===== src/rtl/dec_pkg.sv =====
// Shared types and constants for the one-hot decode / scan sequencer family.
package dec_pkg;

  typedef enum logic [0:0] {
    ST_IDLE = 1'b0,
    ST_SCAN = 1'b1
  } state_e;

  localparam logic MODE_DIRECT = 1'b0;
  localparam logic MODE_SCAN   = 1'b1;

endpackage


===== src/rtl/dec_scan_seq_if.sv =====
// Request/selection bundle between a requester (master) and dec_scan_seq (slave).
// err exists only when DEC_RANGE_ERR_EN is defined.
interface dec_scan_seq_if #(
  parameter int AW     = 5,
  parameter int NOUT   = 32,
  parameter int DWELLW = 8
);
  logic              en;
  logic              mode;
  logic              in_valid;
  logic              in_ready;
  logic [AW-1:0]     in_addr;
  logic [DWELLW-1:0] dwell;
  logic              stop;
  logic [NOUT-1:0]   out;
  logic              out_valid;
  logic              busy;
  logic              scan_done;
  logic [AW-1:0]     cur_addr;
`ifdef DEC_RANGE_ERR_EN
  logic              err;
`endif

  modport master (
    output en, mode, in_valid, in_addr, dwell, stop,
    input  in_ready, out, out_valid, busy, scan_done, cur_addr
`ifdef DEC_RANGE_ERR_EN
    , input err
`endif
  );

  modport slave (
    input  en, mode, in_valid, in_addr, dwell, stop,
    output in_ready, out, out_valid, busy, scan_done, cur_addr
`ifdef DEC_RANGE_ERR_EN
    , output err
`endif
  );
endinterface


===== src/rtl/onehot_dec.sv =====
// Combinational AW-to-NOUT one-hot decoder; addresses >= NOUT decode to zero.
module onehot_dec #(
  parameter int AW   = 5,
  parameter int NOUT = 32
) (
  input  logic [AW-1:0]   addr,
  input  logic            en,
  output logic [NOUT-1:0] onehot
);

  // Compare against every output index so out-of-range addresses yield all zeros.
  always_comb begin
    onehot = '0;
    for (int i = 0; i < NOUT; i++) begin
      if (en && (addr == AW'(i))) onehot[i] = 1'b1;
    end
  end

endmodule


===== src/rtl/dec_scan_seq.sv =====
// Registered one-hot decoder with direct and dwell-timed scan modes.
// Optional macro DEC_RANGE_ERR_EN: adds err pulse and rejects out-of-range scans.
//
// state   | meaning
// ST_IDLE | direct selection held (or none); requests accepted
// ST_SCAN | walking 0..end, each address held dwell+1 enabled cycles
module dec_scan_seq
  import dec_pkg::*;
#(
  parameter int AW     = 5,
  parameter int NOUT   = 32,
  parameter int DWELLW = 8
) (
  input logic          clk,
  input logic          rst,
  dec_scan_seq_if.slave bus
);

  localparam logic [AW:0]   NOUT_W    = (AW+1)'(NOUT);
  localparam logic [AW-1:0] LAST_ADDR = AW'(NOUT - 1);

  state_e            state_q, state_d;
  logic [AW-1:0]     cur_q, cur_d, end_q, end_d;
  logic [DWELLW-1:0] dwell_q, dwell_d, dcnt_q, dcnt_d;
  logic [NOUT-1:0]   out_q, dec_out;
  logic              out_valid_q, show_d;
  logic              busy_q, busy_d, done_q, done_d;
  logic              accept, in_range, scan_ok;

  assign in_range     = ({1'b0, bus.in_addr} < NOUT_W);
  assign bus.in_ready = (state_q == ST_IDLE) && bus.en && !rst;
  assign accept       = bus.in_valid && bus.in_ready;

`ifdef DEC_RANGE_ERR_EN
  logic err_q, err_d;
  assign scan_ok = in_range;
  assign bus.err = err_q;
`else
  assign scan_ok = 1'b1;
`endif

  // Next-state, counters and what the output register should show next cycle.
  always_comb begin
    state_d = state_q;
    cur_d   = cur_q;
    end_d   = end_q;
    dwell_d = dwell_q;
    dcnt_d  = dcnt_q;
    busy_d  = busy_q;
    done_d  = 1'b0;
    show_d  = 1'b0;
`ifdef DEC_RANGE_ERR_EN
    err_d   = 1'b0;
`endif
    case (state_q)
      ST_IDLE: begin
        busy_d = 1'b0;
        show_d = out_valid_q && bus.en;
        if (accept) begin
`ifdef DEC_RANGE_ERR_EN
          err_d = !in_range;
`endif
          case (bus.mode)
            MODE_DIRECT: begin
              show_d = in_range;
              if (in_range) cur_d = bus.in_addr;
            end
            MODE_SCAN: begin
              // A rejected scan leaves the held selection untouched.
              if (scan_ok) begin
                state_d = ST_SCAN;
                cur_d   = '0;
                end_d   = in_range ? bus.in_addr : LAST_ADDR;
                dwell_d = bus.dwell;
                dcnt_d  = bus.dwell;
                busy_d  = 1'b1;
                show_d  = 1'b1;
              end
            end
            default: ;
          endcase
        end
      end
      ST_SCAN: begin
        if (bus.stop) begin
          state_d = ST_IDLE;
          busy_d  = 1'b0;
        end else if (!bus.en) begin
          busy_d = 1'b1;
        end else if (dcnt_q != '0) begin
          dcnt_d = dcnt_q - DWELLW'(1);
          show_d = 1'b1;
        end else if (cur_q == end_q) begin
          state_d = ST_IDLE;
          busy_d  = 1'b0;
          done_d  = 1'b1;
        end else begin
          cur_d  = cur_q + AW'(1);
          dcnt_d = dwell_q;
          show_d = 1'b1;
        end
      end
      default: state_d = ST_IDLE;
    endcase
  end

  onehot_dec #(.AW(AW), .NOUT(NOUT)) u_dec (
    .addr  (cur_d),
    .en    (show_d),
    .onehot(dec_out)
  );

  // State, counters and registered outputs.
  always_ff @(posedge clk) begin
    if (rst) begin
      state_q     <= ST_IDLE;
      cur_q       <= '0;
      end_q       <= '0;
      dwell_q     <= '0;
      dcnt_q      <= '0;
      out_q       <= '0;
      out_valid_q <= 1'b0;
      busy_q      <= 1'b0;
      done_q      <= 1'b0;
`ifdef DEC_RANGE_ERR_EN
      err_q       <= 1'b0;
`endif
    end else begin
      state_q     <= state_d;
      cur_q       <= cur_d;
      end_q       <= end_d;
      dwell_q     <= dwell_d;
      dcnt_q      <= dcnt_d;
      out_q       <= dec_out;
      out_valid_q <= show_d;
      busy_q      <= busy_d;
      done_q      <= done_d;
`ifdef DEC_RANGE_ERR_EN
      err_q       <= err_d;
`endif
    end
  end

  assign bus.out       = out_q;
  assign bus.out_valid = out_valid_q;
  assign bus.busy      = busy_q;
  assign bus.scan_done = done_q;
  assign bus.cur_addr  = cur_q;

endmodule


===== src/flat_wrapper.sv =====
// flat-port wrapper written by rule: the top's interface ports become plain ports
module dec_scan_seq_flat import dec_pkg::*;
#(
  parameter int AW     = 5,
  parameter int NOUT   = 32,
  parameter int DWELLW = 8
)
  (clk, rst, bus_en, bus_mode, bus_in_valid, bus_in_addr, bus_dwell, bus_stop, bus_in_ready, bus_out, bus_out_valid, bus_busy, bus_scan_done, bus_cur_addr);
  dec_scan_seq_if #(.AW(AW), .NOUT(NOUT), .DWELLW(DWELLW)) bus_i ();
  input logic clk;
  input logic rst;
  input wire logic [$bits(bus_i.en)-1:0] bus_en;
  input wire logic [$bits(bus_i.mode)-1:0] bus_mode;
  input wire logic [$bits(bus_i.in_valid)-1:0] bus_in_valid;
  input wire logic [$bits(bus_i.in_addr)-1:0] bus_in_addr;
  input wire logic [$bits(bus_i.dwell)-1:0] bus_dwell;
  input wire logic [$bits(bus_i.stop)-1:0] bus_stop;
  output wire logic [$bits(bus_i.in_ready)-1:0] bus_in_ready;
  output wire logic [$bits(bus_i.out)-1:0] bus_out;
  output wire logic [$bits(bus_i.out_valid)-1:0] bus_out_valid;
  output wire logic [$bits(bus_i.busy)-1:0] bus_busy;
  output wire logic [$bits(bus_i.scan_done)-1:0] bus_scan_done;
  output wire logic [$bits(bus_i.cur_addr)-1:0] bus_cur_addr;
  assign bus_i.en = bus_en;
  assign bus_i.mode = bus_mode;
  assign bus_i.in_valid = bus_in_valid;
  assign bus_i.in_addr = bus_in_addr;
  assign bus_i.dwell = bus_dwell;
  assign bus_i.stop = bus_stop;
  assign bus_in_ready = bus_i.in_ready;
  assign bus_out = bus_i.out;
  assign bus_out_valid = bus_i.out_valid;
  assign bus_busy = bus_i.busy;
  assign bus_scan_done = bus_i.scan_done;
  assign bus_cur_addr = bus_i.cur_addr;
  dec_scan_seq #(.AW(AW), .NOUT(NOUT), .DWELLW(DWELLW)) u_core (.clk(clk), .rst(rst), .bus(bus_i));
endmodule

===== config.mk =====
export PLATFORM = sky130hd
export DESIGN_NAME = dec_scan_seq_flat
export DESIGN_NICKNAME = d
export VERILOG_FILES = /design/src/rtl/dec_pkg.sv /design/src/rtl/dec_scan_seq_if.sv /design/src/rtl/onehot_dec.sv /design/src/rtl/dec_scan_seq.sv /design/src/flat_wrapper.sv
export SDC_FILE = /design/constraint.sdc
export NUM_CORES = 1
export LEC_CHECK = 0
export BUFFER_PORTS_ARGS = -buffer_cell sky130_fd_sc_hd__buf_2
export CAP_MARGIN = 25
export CORE_MARGIN = 3
export CORE_UTILIZATION = 46
export DETAILED_ROUTE_END_ITERATION = 10
export GPL_ROUTABILITY_DRIVEN = 0
export PLACE_DENSITY = 0.73
export SETUP_SLACK_MARGIN = 0.2
export SLEW_MARGIN = 20
export SYNTH_ARGS = -nofsm -noshare
export SYNTH_HDL_FRONTEND = slang
export SYNTH_SLANG_ARGS = --single-unit
export TNS_END_PERCENT = 1

===== constraint.sdc =====
create_clock -name clk -period 3.8 [get_ports clk]
set_input_delay 1.14 -clock clk [delete_from_list [all_inputs] [get_ports clk]]
set_output_delay 1.14 -clock clk [all_outputs]
set_load 0.05 [all_outputs]

# Yosys cells after proc, flatten, opt, wreduce, memory -nomap -nowiden

Index checks and enable logic that the tools add are counted.

Add/subtract/negate cells: 2
Mux-type cells: 63
Bitwise gates (word level): 3
Eq/ne operators: 39
Reduce and logical (&&, ||, !) cells: 43

Operators with widths:

| operator            | count |
|---|---|
| $eq 5x5->1 const B  | 16 |
| $mux 8              | 6 |
| $mux 1              | 46 |
| $eq 5x4->1 const B  | 8 |
| $logic_and 1x1->1   | 36 |
| $mux 5              | 5 |
| $eq 5x3->1 const B  | 4 |
| $pmux 5 s2          | 2 |
| $pmux 8 s2          | 1 |
| $eq 5x2->1 const B  | 2 |
| $ne 4x4->1 const B  | 2 |
| $reduce_bool 8->1   | 1 |
| $sub 8x1->8 const B | 1 |
| $ne 2x2->1 const B  | 3 |
| $pmux 1 s2          | 3 |
| $add 5x1->5 const B | 1 |
| $eq 5x1->1 const B  | 1 |
| $eq 5x5->1          | 1 |
| $logic_not 5->1     | 1 |
| $reduce_and 5->1    | 1 |
| $reduce_or 5->1     | 1 |
| $ne 3x3->1 const B  | 1 |
| $not 1->1           | 3 |
| $reduce_and 3->1    | 1 |
| 3 further kinds     | 3 |

Bits of input ports: 19
Logic and storage cells: 159
Output and inout bits: 41
Register bits: 62

# Depth between registers and ports, before layout

Gate-level depths: netlist of the first run.

Depth in word-level cells: 9
Depth in mapped cells: 10
Depth with buffers taken out: 8

# Hierarchy

A second synthesis of the first run with hierarchy kept.

Cell total of the unflattened synthesis: 337
Area total of the unflattened synthesis: 2860.2 µm²

Modules (own cells, without submodules):

| module       | area an instance (µm²) | times used | cells each |
|---|---|---|---|
| dec_scan_seq | 2626.3                 | 1          | 290 |
| onehot_dec   | 234.0                  | 1          | 47 |

# Worst setup path before layout of the first run

No wires, ideal clock.

Path kind: input -> output
Start: input port bus_en
End: output port bus_in_ready
Data arrival time: 2.406 ns
Required time: 2.660 ns
Path buffers: 0
Stages: 1
Slack: 0.254 ns
Cells stage by stage: nor3b_1

Word-level cells in the longest chain between the ends: 2

Ends and longest elaborated chain:

| what                            | RTL line           | RTL |
|---|---|---|
| start: declaration              | flat_wrapper.sv:12 | `input wire logic [$bits(bus_i.en)-1:0] bus_en;` |
| $logic_and 1x1->1 (2 in series) | dec_scan_seq.sv:31 | `assign bus.in_ready = (state_q == ST_IDLE) && bus.en && !rst;` |
| end: declaration                | flat_wrapper.sv:18 | `output wire logic [$bits(bus_i.in_ready)-1:0] bus_in_ready;` |

Every way passes these cells.

# Worst setup path in the final report of the first run

Same ends and word-level chain as after synthesis.

==> results of run 1 <==
## per-stage QoR
| step | utilization (%) | power, mW |
|---|---|---|
| global placement | 54.9 | 0.856 |
| global route | 58.0 | 1.42 |
| CTS | 58.0 | 1.36 |
| detailed placement | 54.9 | 0.858 |
| floorplan | - | 0.815 |
| finish | 58.0 | 1.36 |
## cell families after synthesis
group / synth area share, %
adder cells (fa/ha/maj): 1.36
AO/OA/AOI/OAI: 16.5
flip-flops: 45.0
AND/OR/NAND/NOR: 27.7
multiplexers: 2.31
XOR/XNOR: 2.54
buffers and inverters: 4.58
## worst reg2reg max path, cell delays in order, from the launching register on
cell      delay (ps)
dfxtp_1          350
inv_1            110
ha_1             210
nor3b_2          450
nand4b_4         210
a21o_4           260
o211a_1          250
o31ai_1          780
nor2_1           110
## worst max path at each step
stage / end / slack [ps] / cells past startpoint
final: bus_in_ready / 640 / 3
after global routing: bus_in_ready / 520 / 3
after CTS: bus_in_ready / 650 / 3
after detailed placement: u_core.bus.out[2] / 640 / 6
after global placement: u_core.bus.out[17] / 660 / 7
after floorplan: bus_in_ready / 250 / 1
## per-layer routing
| metal | track usage (%) | up-vias | part of all wire (%) |
|---|---|---|---|
| met3 | 6.91 | 7 | 4.7 |
| met5 | 0 | - | 0 |
| met1 | 26.9 | 1117 | 47 |
| met4 | 6.29 | 0 | 1.0 |
| li1 | - | 1193 | - |
| met2 | 30.4 | 50 | 47 |
## cells in the final DEF (no fill, tap or decap), types with 4 or more instances in the layout
| master | count |
|---|---|
| buf_2 | 59 |
| nand3_1 | 7 |
| nand4b_1 | 4 |
| xor2_1 | 5 |
| inv_1 | 9 |
| nor3_2 | 10 |
| a211oi_1 | 13 |
| o21ai_0 | 7 |
| dfxtp_1 | 62 |
| nand2_1 | 40 |
| buf_4 | 6 |
| nor2_1 | 21 |
| nand4_1 | 4 |
| nor2b_1 | 4 |
| a21oi_1 | 20 |
| nor3_1 | 19 |
| nor3b_1 | 6 |
| clkbuf_8 | 9 |
## cell type report
class	instances	area share [%]
Sequential cell	62	37.9
Tap cell	72	2.75
Clock inverter	7	1.57
Clock buffer	9	3.78
Multi-Input combinational cell	213	42.5
Inverter	9	1.03
Timing Repair Buffer	65	10.4
## power groups by stage
stage          logic [mW]  clock network (mW)  registers (mW)
3_3_place_gp        0.170                   0           0.686
6_report            0.172               0.512           0.672
2_1_floorplan       0.117                   0           0.698
3_5_place_dp        0.171                   0           0.686
5_1_grt             0.193               0.554           0.673
4_1_cts             0.172               0.517           0.671
## sequential cells by signal (all words and copies together) (netlist names)
| register | count |
|---|---|
| u_core.state_q | 1 |
| u_core.dwell_q | 8 |
| u_core.bus.out_valid | 1 |
| u_core.bus.scan_done | 1 |
| u_core.bus.out | 32 |
| u_core.end_q | 5 |
| u_core.bus.cur_addr | 5 |
| u_core.bus.busy | 1 |
| u_core.dcnt_q | 8 |
## synthesized netlist by cell type, drive strengths merged (4+ instances only)
library cell and number:
nor2b 4, nor3b 7, buf 7, dfxtp 62, a211oi 13, o211ai 4, nand4 4, nor2 23
o21ai 8, nor3 29, nand4b 5, a21oi 20, nand3 7, xor2 5, nand2 40, inv 9
clkbuf 8
==> flow_metrics.env, run 1 <==
export IMPL_outcome="finished clean"
export IMPL_synth_edf_count=0
export IMPL_critPathBufInv=2
export IMPL_cp_cell_sequence="buf_2 -> nor3b_1 -> buf_2"
export IMPL_cts_made_buffers=9
export IMPL_fin_ws_ps=641
export IMPL_cts_max_level=3
export IMPL_io_buffers=59
export IMPL_cp_data_required_time_ps=2660
export IMPL_hold_violations=0
export IMPL_wl_mm=6.38
export IMPL_ctsHoldBuffers=0
export IMPL_antenna_found_initial=0
export IMPL_syn_area_per_cell_um2=9.23
export IMPL_track_usage_pct=20.0
export IMPL_io_pins=60
export IMPL_intPower_mw=0.955
export IMPL_drc_errors=0
export IMPL_rows=27
export IMPL_dp_cells=421
export IMPL_synth_area_leaders="dfxtp_1 (45%), nand2_1 (5.4%), a21oi_1 (3.6%)"
export IMPL_finalSetupTns_ps=0
export IMPL_relSlewSlack_pct=37.8
export IMPL_yosysTopAreaCell="dfxtp_1"
export IMPL_ys_warn_count=0
export IMPL_postSynthNetCount=321
export IMPL_n_antenna_cell=0
export IMPL_core_mm2=0.00564
export IMPL_gr_total_overflow=0
export IMPL_r2r_start="u_core.dcnt_q[0]"
export IMPL_initial_utilization_pct=48.9
export IMPL_instances_no_fill=437
export IMPL_syn2layout_area_growth_pct=18.6
export IMPL_end_kind="output port"
export IMPL_dieArea_mm2=0.00697
export IMPL_fin_worst_skew_ps=4.33
export IMPL_hpwl_mm=4.40
export IMPL_p_seq_share_pct=49.5
export IMPL_multi_input_area_mm2=0.00139
export IMPL_drtAntennaViolNets=0
export IMPL_synthDominantCellAreaShare_pct=45.0
export IMPL_maxSlewViolCount=0
export IMPL_worstPathMaxFanout=8
export IMPL_holdCritStartpoint="u_core.dwell_q[1]"
export IMPL_ys_async_sr_fraction_pct=0
export IMPL_drv_cap=0
export IMPL_hold_class="reg -> reg"
export IMPL_ys_types=51
export IMPL_p_leak_nw=1.36
export IMPL_power_density_mw_per_mm2=414
export IMPL_final_nets=382
export IMPL_chipWidth_um=83.5
export IMPL_clock_sinks=62
export IMPL_dpl_cell_area_mm2=0.00310
export IMPL_num_vias=2367
export IMPL_crit_top_cell="buf_2"
export IMPL_vias_per_cell=5.42
export IMPL_reg2reg_slack_ps=930
export IMPL_synth_seq_cells=62
export IMPL_wire_per_inst_um=14.6
export IMPL_path_class="in -> out"
export IMPL_reg2reg_to="u_core.bus.out[2]"
export IMPL_critPathLaunchType="primary input"
export IMPL_comb_power_share_pct=12.7
export IMPL_cts_tree="built"
export IMPL_grt_max_degree=30
export IMPL_tightest_slew_ps=925
export IMPL_r2r_cells=8
export IMPL_final_cell_area_mm2=0.00327
export IMPL_seq_area_mm2=0.00124
export IMPL_num_fill_cells=528
export IMPL_syn_cell_area_mm2=0.00276
export IMPL_p_switching_mw=0.401
export IMPL_period_share_pct=83.1
export IMPL_fp_dieH_um=83.5
export IMPL_clockPowerShare_pct=37.7
export IMPL_hold_ws_ps=461
export IMPL_ctsResizeCount=0
export IMPL_switching_share_pct=29.5
export IMPL_grt_pass1_wl_mm=11.4
export IMPL_clock_path_buffers=2
export IMPL_grt_pass1_vias=2293
export IMPL_period_minus_slack_ps=3160
export IMPL_rsz0062_at_grt="false"
export IMPL_fmax_mhz=317
export IMPL_whs_path_depth=2
export IMPL_pre_cts_ws_ps=635
export IMPL_crit_path_start="bus_en"
export IMPL_cp_slowest_cell="nor3b_1"
export IMPL_setup_viol=0
export IMPL_synthCells=299
export IMPL_yosysSeqAreaShare_pct=45.0
export IMPL_worstSkewPairLatency_ps=340
export IMPL_cp_arrival_ps=2020
export IMPL_root_buffer="clkbuf_8"
export IMPL_firstDrtPassIters=4
export IMPL_drive_gt1_share_pct=29.0
export IMPL_critPathMaxStageDelay_ps=360
export IMPL_postCtsSetupBuffers=0
export IMPL_min_to="u_core.dwell_q[1]"
export IMPL_clk_pin_slew_ps=70
export IMPL_drt_iter0_markers=162
export IMPL_ir_drop_mv=0.252
export IMPL_synthFlopType="dfxtp_1"
export IMPL_critical_path_top_delay_family="buffers and inverters"
Note: power is estimated with default switching activity, not from simulation.
==> inputs of run 2 (changes only) <==
- ABC_AREA: unset -> 1
- clock period: 3.8 -> 3.3 ns (I/O delays scaled with it)
==> flow_metrics.env, run 2 <==
export IMPL_ys_types=33
export IMPL_final_cell_mix="nand2_1 (83), dfxtp_1 (62), buf_2 (59), nor2_1 (58)"
export IMPL_cp_cell_sequence="buf_2 -> nor3_4 -> buf_2"
export IMPL_finalSetupTns_ps=0
export IMPL_hpwl_mm=4.68
export IMPL_reg2reg_slack_ps=1050
export IMPL_drtAntennaViolNets=0
export IMPL_ys_async_sr_fraction_pct=0
export IMPL_ys_top_cells_by_count="nand2_1 (83), dfxtp_1 (62), nor2_1 (58)"
export IMPL_synthXorXnorAreaFrac_pct=0.925
export IMPL_grt_pass1_wl_mm=11.2
export IMPL_track_usage_pct=19.6
export IMPL_synth_fa_ha_area_share_pct=1.32
export IMPL_io_pins=60
export IMPL_clockPowerShare_pct=42.7
export IMPL_yosysTopAreaCell="dfxtp_1"
export IMPL_worstSkewPairLatency_ps=340
export IMPL_initial_utilization_pct=49.5
export IMPL_fp_dieH_um=84.6
export IMPL_cts_made_buffers=9
export IMPL_clock_path_buffers=2
export IMPL_synthMuxAreaShare_pct=0
export IMPL_hold_class="reg -> reg"
export IMPL_io_buffers=59
export IMPL_yosysMostFrequentCell="nand2_1"
export IMPL_drv_cap=0
export IMPL_whs_path_depth=2
export IMPL_final_cell_area_mm2=0.00340
export IMPL_tightest_slew_ps=721
export IMPL_gr_total_overflow=0
export IMPL_syn_area_per_cell_um2=7.45
export IMPL_period_minus_slack_ps=2680
export IMPL_relSlewSlack_pct=51.9
export IMPL_p_seq_share_pct=43.3
export IMPL_cts_tree="built"
export IMPL_cp_data_required_time_ps=2310
export IMPL_cp_slowest_cell="buf_2"
export IMPL_synth_simple_area_share_pct=36.3
export IMPL_grt_pass1_vias=2449
export IMPL_min_to="u_core.dwell_q[3]"
export IMPL_ys_warn_count=0
export IMPL_core_mm2=0.00574
export IMPL_p_switching_mw=0.510
export IMPL_intPower_mw=1.29
export IMPL_ir_drop_mv=0.296
export IMPL_setup_viol=0
export IMPL_rsz0062_at_grt="false"
export IMPL_cp_arrival_ps=1690
export IMPL_dieArea_mm2=0.00715
export IMPL_crit_top_cell="buf_2"
export IMPL_synthDominantCellAreaShare_pct=43.7
export IMPL_final_nets=463
export IMPL_comb_power_share_pct=14.1
export IMPL_postCtsSetupBuffers=0
export IMPL_root_buffer="clkbuf_8"
export IMPL_yosysSeqAreaShare_pct=43.7
export IMPL_cts_max_level=3
export IMPL_synthFlopType="dfxtp_1"
export IMPL_chipWidth_um=84.6
export IMPL_firstDrtPassIters=4
export IMPL_synth_seq_cells=62
export IMPL_reg2reg_to="u_core.bus.out[31]"
export IMPL_maxSlewViolCount=0
export IMPL_clock_sinks=62
export IMPL_syn_cell_area_mm2=0.00284
export IMPL_synth_top_family_by_area="simple AND/OR/NAND/NOR gates"
export IMPL_r2r_cells=12
export IMPL_clk_pin_slew_ps=70
export IMPL_fmax_mhz=373
export IMPL_p_leak_nw=1.54
export IMPL_synth_compound_area_share_pct=10.4
export IMPL_synth_edf_count=0
export IMPL_end_kind="output port"
export IMPL_n_antenna_cell=0
export IMPL_hold_ws_ps=455
export IMPL_synthCells=381
export IMPL_worstPathMaxFanout=14
export IMPL_path_class="in -> out"
export IMPL_vias_per_cell=5.00
export IMPL_wl_mm=6.65
export IMPL_ctsResizeCount=0
export IMPL_grt_max_degree=26
export IMPL_antenna_found_initial=0
export IMPL_critPathLaunchType="primary input"
export IMPL_syn2layout_area_growth_pct=19.6
export IMPL_wire_per_inst_um=12.8
export IMPL_fin_worst_skew_ps=5.99
export IMPL_ctsHoldBuffers=0
export IMPL_critPathMaxStageDelay_ps=290
export IMPL_layout_cells_most_common="nand2_1"
export IMPL_largest_reg_flops=32
export IMPL_drc_errors=0
export IMPL_num_vias=2588
export IMPL_rows=27
export IMPL_switching_share_pct=28.4
export IMPL_hold_violations=0
export IMPL_holdCritStartpoint="u_core.dwell_q[3]"
export IMPL_period_share_pct=81.1
export IMPL_drive_gt1_share_pct=27.1
export IMPL_r2r_start="u_core.bus.cur_addr[0]"
export IMPL_power_density_mw_per_mm2=529
export IMPL_drt_iter0_markers=167
export IMPL_dpl_cell_area_mm2=0.00317
export IMPL_postSynthNetCount=403
export IMPL_synth_area_leaders="dfxtp_1 (44%), nand2_1 (11%), nor2_1 (7.7%)"
export IMPL_outcome="finished clean"
run 2: layout make-up:
class                   count  area (um2)
multi-input cells         273        1390
well taps                  72        90.1
clock inverters             6        93.8
inverters                  33         125
repair buffers             62         318
flip-flops and latches     62        1240
fillers                   549        2350
clock buffers              10         138
run 2: through the flow:
step | total power [mW] | utilization [%] | cells | setup WS [ps]
after global routing | 1.87 | 59.2 | 518 | 582
after floorplan | 0.992 | - | 381 | 717
after CTS | 1.80 | 59.2 | 518 | 615
after detailed placement | 1.04 | 55.1 | 502 | 621
after global placement | 1.04 | 55.1 | 502 | 641
final | 1.80 | 59.2 | 518 | 623
run 2: power by group through the flow:
stage	clock network [mW]	logic (mW)	registers, mW
floorplan	0	0.181	0.811
global placement	0	0.245	0.794
detailed placement	0	0.248	0.795
CTS	0.775	0.251	0.777
global route	0.817	0.279	0.779
finish	0.766	0.253	0.777
run 2: cell families after synthesis:
family	count (synthesis)
compound gates	55
xor+xnor	3
fa+ha+maj	3
buf+inv	46
flops	62
simple gates	212
run 2: how the worst max path moves through the flow:
stage	start	to	cells past startpoint
after global routing	rst	bus_in_ready	3
after floorplan	bus_en	u_core.bus.out[31]	11
after CTS	rst	bus_in_ready	3
after detailed placement	rst	bus_in_ready	3
after global placement	rst	bus_in_ready	3
final	rst	bus_in_ready	3
run 2: critical path, delay by kind of cell:
kind / cells / cell delay, ps
buffers and inverters: 2 / 480
and+or+nand+nor: 1 / 210
run 2: per-layer routing:
metal	up-vias	track usage [%]	wire length, um
li1	1336	-	-
met1	1172	26.0	3160
met4	0	9.78	125
met5	-	0	0
met3	12	3.73	329
met2	68	30.5	3030
==> inputs of run 3 (changes only) <==
- clock period: 3.3 -> 2.7 ns (I/O delays scaled with it)
==> flow_metrics.env, run 3 (same netlist as run 2, synthesis figures left out) <==
export IMPL_outcome="finished clean"
export IMPL_firstDrtPassIters=4
export IMPL_largest_reg_flops=32
export IMPL_n_antenna_cell=0
export IMPL_clockPowerShare_pct=44.0
export IMPL_worstPathMaxFanout=14
export IMPL_clock_sinks=62
export IMPL_p_switching_mw=0.610
export IMPL_cts_tree="built"
export IMPL_period_minus_slack_ps=2320
export IMPL_period_share_pct=85.9
export IMPL_worstSkewPairLatency_ps=340
export IMPL_dp_cells=506
export IMPL_ctsResizeCount=0
export IMPL_intPower_mw=1.64
export IMPL_grt_max_degree=18
export IMPL_power_density_mw_per_mm2=654
export IMPL_io_pins=60
export IMPL_wl_met2_mm=3.01
export IMPL_end_kind="output port"
export IMPL_pre_cts_ws_ps=259
export IMPL_syn2layout_area_growth_pct=21.1
export IMPL_root_buffer="clkbuf_8"
export IMPL_final_cell_mix="nand2_1 (83), dfxtp_1 (62), buf_2 (59), nor2_1 (58)"
export IMPL_io_buffers=59
export IMPL_layout_cells_most_common="nand2_1"
export IMPL_ir_drop_mv=0.335
export IMPL_cts_made_buffers=9
export IMPL_gr_total_overflow=0
export IMPL_drc_errors=0
export IMPL_holdCritStartpoint="u_core.dwell_q[3]"
export IMPL_hold_violations=0
export IMPL_p_seq_share_pct=42.3
export IMPL_setup_viol=0
export IMPL_p_leak_nw=1.57
export IMPL_antenna_found_initial=0
export IMPL_met1_length_mm=3.21
export IMPL_cts_max_level=3
export IMPL_drive_gt1_share_pct=27.8
export IMPL_clk_pin_slew_ps=60
export IMPL_vias_per_cell=5.03
export IMPL_initial_utilization_pct=49.5
export IMPL_fin_ws_ps=380
export IMPL_core_mm2=0.00574
export IMPL_crit_path_start="rst"
export IMPL_hold_class="reg -> reg"
export IMPL_critPathLaunchType="primary input"
export IMPL_ctsHoldBuffers=0
export IMPL_postCtsSetupBuffers=0
export IMPL_dr_wl_met3_um=379
export IMPL_reg2reg_to="u_core.dcnt_q[0]"
export IMPL_cp_data_required_time_ps=1890
export IMPL_tightest_slew_ps=476
export IMPL_drv_cap=0
export IMPL_relSlewSlack_pct=68.3
export IMPL_rsz0062_at_grt="false"
export IMPL_num_vias=2628
export IMPL_comb_power_share_pct=13.8
export IMPL_worstSetupEndpoint="bus_in_ready"
export IMPL_fmax_mhz=431
export IMPL_fin_worst_skew_ps=12.8
export IMPL_drt_iter0_markers=119
export IMPL_grt_pass1_vias=2440
export IMPL_grt_pass1_wl_mm=11.3
export IMPL_hpwl_mm=4.92
export IMPL_wire_per_inst_um=12.9
export IMPL_cp_arrival_ps=1510
export IMPL_r2r_cells=12
export IMPL_switching_share_pct=27.1
export IMPL_clock_path_buffers=2
export IMPL_wl_mm=6.73
export IMPL_rows=27
export IMPL_chipWidth_um=84.6
export IMPL_dieArea_mm2=0.00715
export IMPL_reg2reg_slack_ps=460
export IMPL_final_nets=467
export IMPL_path_class="in -> out"
export IMPL_maxSlewViolCount=0
export IMPL_dr_max_layer_used="met4"
export IMPL_r2r_start="u_core.bus.cur_addr[0]"
export IMPL_fp_dieH_um=84.6
export IMPL_finalSetupTns_ps=0
export IMPL_drtAntennaViolNets=0
export IMPL_instances_no_fill=522
export IMPL_track_usage_pct=19.7
-- run 3: final cells by class --
type	instances	area, um2
clock buffers	9	124
clock inverters	7	120
fillers	521	2300
inverters	33	125
multi-input cells	273	1390
flip-flops and latches	62	1240
well taps	72	90.1
repair buffers	66	348
-- run 3: routing by layer --
layer	vias up	track usage, %
li1	1347	-
met1	1200	25.6
met2	71	30.9
met3	10	4.61
met4	0	9.50
met5	-	0
-- run 3: how the worst min path moves through the flow --
stage	end	cells past startpoint	slack, ps
6_report	u_core.dwell_q[3]	2	460
5_1_grt	u_core.dwell_q[3]	2	470
4_1_cts	u_core.dwell_q[3]	2	460
3_5_place_dp	u_core.dwell_q[3]	2	450
3_3_place_gp	u_core.dwell_q[7]	2	440
2_1_floorplan	u_core.dwell_q[3]	2	430
-- run 3: power groups by stage --
| stage | Clock (mW) | Sequential [mW] | Combinational, mW |
|---|---|---|---|
| after global placement | 0 | 0.971 | 0.301 |
| after detailed placement | 0 | 0.972 | 0.307 |
| after global routing | 1.05 | 0.954 | 0.346 |
| after CTS | 1.01 | 0.951 | 0.308 |
| final | 0.989 | 0.951 | 0.309 |
| after floorplan | 0 | 0.991 | 0.222 |
-- run 3: worst max-delay path, stage by stage --
cell	delay (ps)
buf_2	200
nor3_4	210
buf_2	290
-- run 3: stage by stage --
step           total power, mW  hold WS (ps)  cell area (um2)  util (%)
5_1_grt                   2.35           469             3440      59.9
6_report                  2.25           456             3440      59.9
3_5_place_dp              1.28           449             3200      55.6
3_3_place_gp              1.27           439             3200      55.6
2_1_floorplan             1.21           429             2840         -
4_1_cts                   2.26           457             3440      59.9
